===== src/rtl/rect_box_tracker.sv =====
// rect_box_tracker
// Per-frame bounding-box tracker feeding the rectangle overlay stage.
// Accumulates min/max coordinates and a hit count of classified pixels
// during active video, then on each frame end commits a clamped box with
// miss hysteresis. A parked all-zero box is output when nothing is tracked.
module rect_box_tracker #(
    parameter int unsigned H_ACTIVE    = 640,
    parameter int unsigned V_ACTIVE    = 480,
    parameter int unsigned RECT_WIDTH  = 5,
    parameter int unsigned MIN_PIXELS  = 64,
    parameter int unsigned MISS_FRAMES = 3
) (
    input  logic        clk,
    input  logic        rst,
    input  logic [9:0]  pixel_x,
    input  logic [9:0]  pixel_y,
    input  logic        pix_valid,
    input  logic        skin_hit,
    input  logic        frame_end,
    output logic [9:0]  left,
    output logic [9:0]  right,
    output logic [9:0]  top,
    output logic [9:0]  bottom,
    output logic        box_valid,
    output logic        frame_done,
    output logic [18:0] hit_count
);

    localparam logic [9:0]  H_LIM    = 10'(H_ACTIVE);
    localparam logic [9:0]  V_LIM    = 10'(V_ACTIVE);
    localparam logic [9:0]  MARGIN   = 10'(RECT_WIDTH);
    localparam logic [9:0]  R_MAX    = 10'(H_ACTIVE - 1 - RECT_WIDTH);
    localparam logic [9:0]  B_MAX    = 10'(V_ACTIVE - 1 - RECT_WIDTH);
    localparam logic [18:0] MIN_CNT  = 19'(MIN_PIXELS);
    localparam logic [4:0]  MISS_LIM = 5'(MISS_FRAMES);

    typedef enum logic {
        ACCUM  = 1'b0,
        COMMIT = 1'b1
    } state_t;

    state_t      state;
    state_t      state_next;
    logic        commit;
    logic        pixel_hit;

    logic [9:0]  min_x;
    logic [9:0]  max_x;
    logic [9:0]  min_y;
    logic [9:0]  max_y;
    logic [18:0] cnt;
    logic [3:0]  miss_cnt;
    logic [4:0]  miss_next;

    logic [9:0]  clamp_l;
    logic [9:0]  clamp_r;
    logic [9:0]  clamp_t;
    logic [9:0]  clamp_b;
    logic        frame_hit;

    // State register.
    always_ff @(posedge clk or posedge rst) begin
        if (rst) begin
            state <= ACCUM;
        end else begin
            state <= state_next;
        end
    end

    // Next-state and control decode; a hit on the frame_end cycle is dropped.
    always_comb begin
        state_next = state;
        commit     = 1'b0;
        pixel_hit  = 1'b0;
        case (state)
            ACCUM: begin
                if (frame_end) begin
                    state_next = COMMIT;
                end else begin
                    pixel_hit = pix_valid && skin_hit &&
                                (pixel_x < H_LIM) && (pixel_y < V_LIM);
                end
            end
            COMMIT: begin
                commit     = 1'b1;
                state_next = ACCUM;
            end
            default: begin
                state_next = ACCUM;
            end
        endcase
    end

    // Per-frame min/max and saturating hit-count accumulators.
    always_ff @(posedge clk or posedge rst) begin
        if (rst) begin
            min_x <= '1;
            max_x <= '0;
            min_y <= '1;
            max_y <= '0;
            cnt   <= '0;
        end else if (commit) begin
            min_x <= '1;
            max_x <= '0;
            min_y <= '1;
            max_y <= '0;
            cnt   <= '0;
        end else if (pixel_hit) begin
            if (pixel_x < min_x) min_x <= pixel_x;
            if (pixel_x > max_x) max_x <= pixel_x;
            if (pixel_y < min_y) min_y <= pixel_y;
            if (pixel_y > max_y) max_y <= pixel_y;
            if (cnt != '1) cnt <= cnt + 19'd1;
        end
    end

    // Clamp keeps edge +/- border width inside 10 bits; an empty frame
    // leaves min > max, so it can never pass the ordering test.
    always_comb begin
        clamp_l   = (min_x < MARGIN) ? MARGIN : min_x;
        clamp_r   = (max_x > R_MAX)  ? R_MAX  : max_x;
        clamp_t   = (min_y < MARGIN) ? MARGIN : min_y;
        clamp_b   = (max_y > B_MAX)  ? B_MAX  : max_y;
        frame_hit = (cnt >= MIN_CNT) && (clamp_l <= clamp_r) && (clamp_t <= clamp_b);
        miss_next = {1'b0, miss_cnt} + 5'd1;
    end

    // Commit registers: outputs only move on the commit cycle.
    always_ff @(posedge clk or posedge rst) begin
        if (rst) begin
            left       <= '0;
            right      <= '0;
            top        <= '0;
            bottom     <= '0;
            box_valid  <= 1'b0;
            frame_done <= 1'b0;
            hit_count  <= '0;
            miss_cnt   <= '0;
        end else begin
            frame_done <= commit;
            if (commit) begin
                hit_count <= cnt;
                if (frame_hit) begin
                    left      <= clamp_l;
                    right     <= clamp_r;
                    top       <= clamp_t;
                    bottom    <= clamp_b;
                    box_valid <= 1'b1;
                    miss_cnt  <= '0;
                end else if (miss_next < MISS_LIM) begin
                    miss_cnt  <= miss_next[3:0];
                end else begin
                    left      <= '0;
                    right     <= '0;
                    top       <= '0;
                    bottom    <= '0;
                    box_valid <= 1'b0;
                    miss_cnt  <= MISS_LIM[3:0];
                end
            end
        end
    end

endmodule


===== config.mk =====
export PLATFORM = sky130hd
export DESIGN_NAME = rect_box_tracker
export DESIGN_NICKNAME = d
export VERILOG_FILES = /design/src/rtl/rect_box_tracker.sv
export SDC_FILE = /design/constraint.sdc
export NUM_CORES = 1
export LEC_CHECK = 0
export CAP_MARGIN = 40
export CORE_MARGIN = 1
export CORE_UTILIZATION = 45
export CTS_BUF_LIST = sky130_fd_sc_hd__clkbuf_2
export CTS_CLUSTER_SIZE = 10
export DETAILED_ROUTE_END_ITERATION = 10
export PLACE_DENSITY_LB_ADDON = 0.08
export SKIP_CTS_REPAIR_TIMING = 1
export SLEW_MARGIN = 20
export SYNTH_ARGS = -nofsm -noshare
export SYNTH_HDL_FRONTEND = slang
export SYNTH_SLANG_ARGS = --single-unit

===== constraint.sdc =====
create_clock -name clk -period 10.8 [get_ports clk]
set_clock_uncertainty 0.1 [all_clocks]
set_input_delay 1.62 -clock clk [delete_from_list [all_inputs] [get_ports clk]]
set_output_delay 1.62 -clock clk [all_outputs]
set_load 0.02 [all_outputs]

==> impl_metrics.tcl <==
set metrics [dict create \
    ys.flop_type "dfrtp_1" \
    p_per_area_nw_per_um2 111 \
    vias 5557 \
    dp.cells 960 \
    r2r-start "max_x[6]" \
    setup_ws_ps 7020 \
    cp_data_arrival_time_ps 4280 \
    seq_power_share_pct 55.4 \
    regToRegSetupSlack_ps 7020 \
    routedWlPerCell_um 17.0 \
    holdPathStages 2 \
    synth_seq_cells 125 \
    slew_viol_final 0 \
    run_status "finished clean" \
    power.leakage_nw 3.75 \
    swShare_pct 30.7 \
    start_util_pct 46.2 \
    hold_viol 0 \
    power_frac_clock_pct 27.2 \
    dr.pass1.iters 5 \
    clk_pin_slew_worst_paths_ps 170 \
    max_freq_mhz 265 \
    min_period_over_period_pct 35.0 \
    pre_cts_ws_ps 6550 \
    worstHoldStart "box_valid" \
    setup-tns-final_ps 0 \
    fin_cells 994 \
    syn_avg_cell_area_um2 9.63 \
    synth_cell_type_count 48 \
    holdCritPathClass "flop to flop" \
    ys_warn_count 0 \
    pwr-share-comb_pct 17.4 \
    fin_nets 878 \
    drive_above_1_share_pct 10.9 \
    syn-instance-count 729 \
    crit_type "flop to flop" \
    fin_area_um2 8190 \
    rsz0062_at_grt "no" \
    fin_total_pwr_uw 907 \
    antenna_found_initial 1 \
    p_int_uw 629 \
    die_w_um 127 \
    core-area_um2 15200 \
    drc 0 \
    reg2reg_depth 13 \
    dieArea_um2 16100 \
    syn_area_um2 7020 \
    numClockSinks 125 \
    cts_max_level 4 \
    p_switching_uw 278 \
    clk_path_buf_depth 2 \
    hpwlAfterDp_um 12200 \
    antenna_left 0 \
    place_area_um2 7990 \
    grt_max_degree 86 \
    vias_per_cell 5.59 \
    root_buffer "clkbuf_2" \
    drt-total-wl_um 16900 \
    worst_pin_slew_ps 796 \
    reg2reg_to "right[0]" \
    async_reset_ff_share_pct 100 \
    fin_crit_ps 3780 \
    io_buffers 85 \
    cts_tree "built" \
    hold_path_end "box_valid" \
    cts_buffers 17 \
    holdWs_ps 402 \
    io_pins 86 \
    cp-end-kind "flop" \
    syn_to_final_growth_pct 16.7 \
    maxCapViolations 0 \
    fin_util_pct 53.9 \
    grt_usage_pct 22.5 \
    setup_viol 0 \
    cp-start-kind "flop" \
    synth-seq-area-share_pct 44.9 \
    synth_nets 815 \
    critPathMaxFanout 21 \
    slew_headroom_pct 47.0 \
    grt-ovfl-total 0 \
    clock_latency_ps 690 \
    num_rows 45 \
    die-height_um 127 \
    worst_ep_required_time_ps 11300 \
    ir_drop_v 0.0000605 \
    gp_congestion 0.870 \
    grt_pass1_vias 5453 \
    drt_iter0_markers 330 \
    grt_pass1_wl_um 28400 \
    synth-edff-count 0 \
]
-- layout by cell type, fill, tap and decap left out, types with 2 or more instances in the layout --
cell type / n
clkinv_1: 5
a21o_1: 8
nand3_1: 18
and3_1: 7
nor2b_1: 8
a2111oi_2: 2
nand2_1: 57
dfstp_2: 20
o21ai_1: 40
inv_1: 56
nor3_1: 9
mux2_2: 19
or3_1: 3
nand4_1: 17
a21oi_1: 26
clkbuf_2: 20
xor2_1: 12
mux2i_1: 38
o21ai_0: 18
and2_1: 2
nor2_1: 72
clkdlybuf4s50_1: 85
nor4_1: 4
buf_4: 6
nand2b_1: 6
a31oi_1: 5
o211ai_1: 41
ha_1: 61
a211oi_1: 4
dfrtp_1: 104
clkinv_2: 6
and4_1: 2
-- worst max-delay path: stages (launching register included) --
cell and delay, ps:
dfrtp_1 490, nand4_1 110, nor2_1 140, nor3_1 60, nor2_1 300, nor2_1 130
ha_1 340, nand4_1 130, a211oi_1 320, a2111oi_2 110, o221ai_2 180, or2_1 570
buf_4 380, mux2_4 320
-- power groups by stage --
stage	combinational [mW]	clock, mW	sequential, mW
global placement	0.150	0	0.510
CTS	0.158	0.259	0.503
global route	0.175	0.274	0.505
floorplan	0.0953	0	0.515
finish	0.158	0.247	0.502
detailed placement	0.158	0	0.511
-- metal layers --
| layer | share of wire, % | GRT usage (%) | vias up |
|---|---|---|---|
| met1 | 50 | 32.8 | 2732 |
| met3 | 3.4 | 4.39 | 23 |
| met5 | 0 | 0 | - |
| met2 | 45 | 33.5 | 128 |
| li1 | - | - | 2674 |
| met4 | 1.6 | 7.63 | 0 |
-- cell families after synthesis --
kind of cell               after synthesis  synth area share (%)
and+or+nand+nor                        211                  14.2
muxes                                   58                  8.68
other                                    1                0.0534
buffers and inverters                  107                  5.93
xor gates and xnor gates                13                  1.62
DFF                                    125                  44.9
AOI/OAI and AO/OA                      153                  13.8
adders and majority gates               61                  10.9
-- sequential cells by signal, indices dropped and copies added (netlist names) --
register	cells
frame_done	1
max_y	10
box_valid	1
top	10
min_y	10
state	1
right	10
hit_count	19
bottom	10
left	10
miss_cnt	4
min_x	10
cnt	19
max_x	10
-- cells in the mapped netlist (2+ instances only) --
master | count | area [um2]
dfrtp_1 | 105 | 2630
nor2_1 | 72 | 270
ha_1 | 61 | 763
inv_1 | 57 | 214
nand2_1 | 57 | 214
o211ai_1 | 41 | 308
o21ai_1 | 40 | 200
clkbuf_1 | 39 | 146
mux2i_1 | 38 | 380
a21oi_1 | 26 | 130
dfstp_2 | 20 | 526
mux2_2 | 19 | 214
nand3_1 | 18 | 90.1
o21ai_0 | 18 | 90.1
nand4_1 | 17 | 106
xor2_1 | 12 | 105
a21o_1 | 9 | 67.6
nor3_1 | 9 | 45.0
nor2b_1 | 8 | 50.1
and3_1 | 7 | 43.8
a31oi_1 | 6 | 37.5
buf_2 | 6 | 30.0
nand2b_1 | 6 | 37.5
a211oi_1 | 4 | 30.0
nor4_1 | 4 | 25.0
buf_1 | 3 | 11.3
or3_1 | 3 | 18.8
a2111oi_2 | 2 | 30.0
and2_1 | 2 | 12.5
and4_1 | 2 | 17.5
-- worst max path at each step --
stage | slack [ps] | startpoint | cells past startpoint | to
final | 7020 | max_x[6] | 13 | right[0]
after global routing | 6720 | max_x[6] | 13 | right[0]
after CTS | 7020 | max_x[6] | 13 | right[0]
after detailed placement | 6550 | pixel_y[9] | 7 | cnt[5]
after global placement | 6540 | pixel_y[9] | 6 | min_y[8]
after floorplan | 5790 | rst | 1 | bottom[0]
-- cell type report --
type,count,area (um2)
inverter,58,220
clock buffer,20,100
fill,1428,7010
clock inverter,12,78.8
sequential,125,3150
multi-input combinational,497,3460
tap,188,235
timing repair buffer,93,943
antenna,1,2.50
Power figures use the tool's default switching activity.
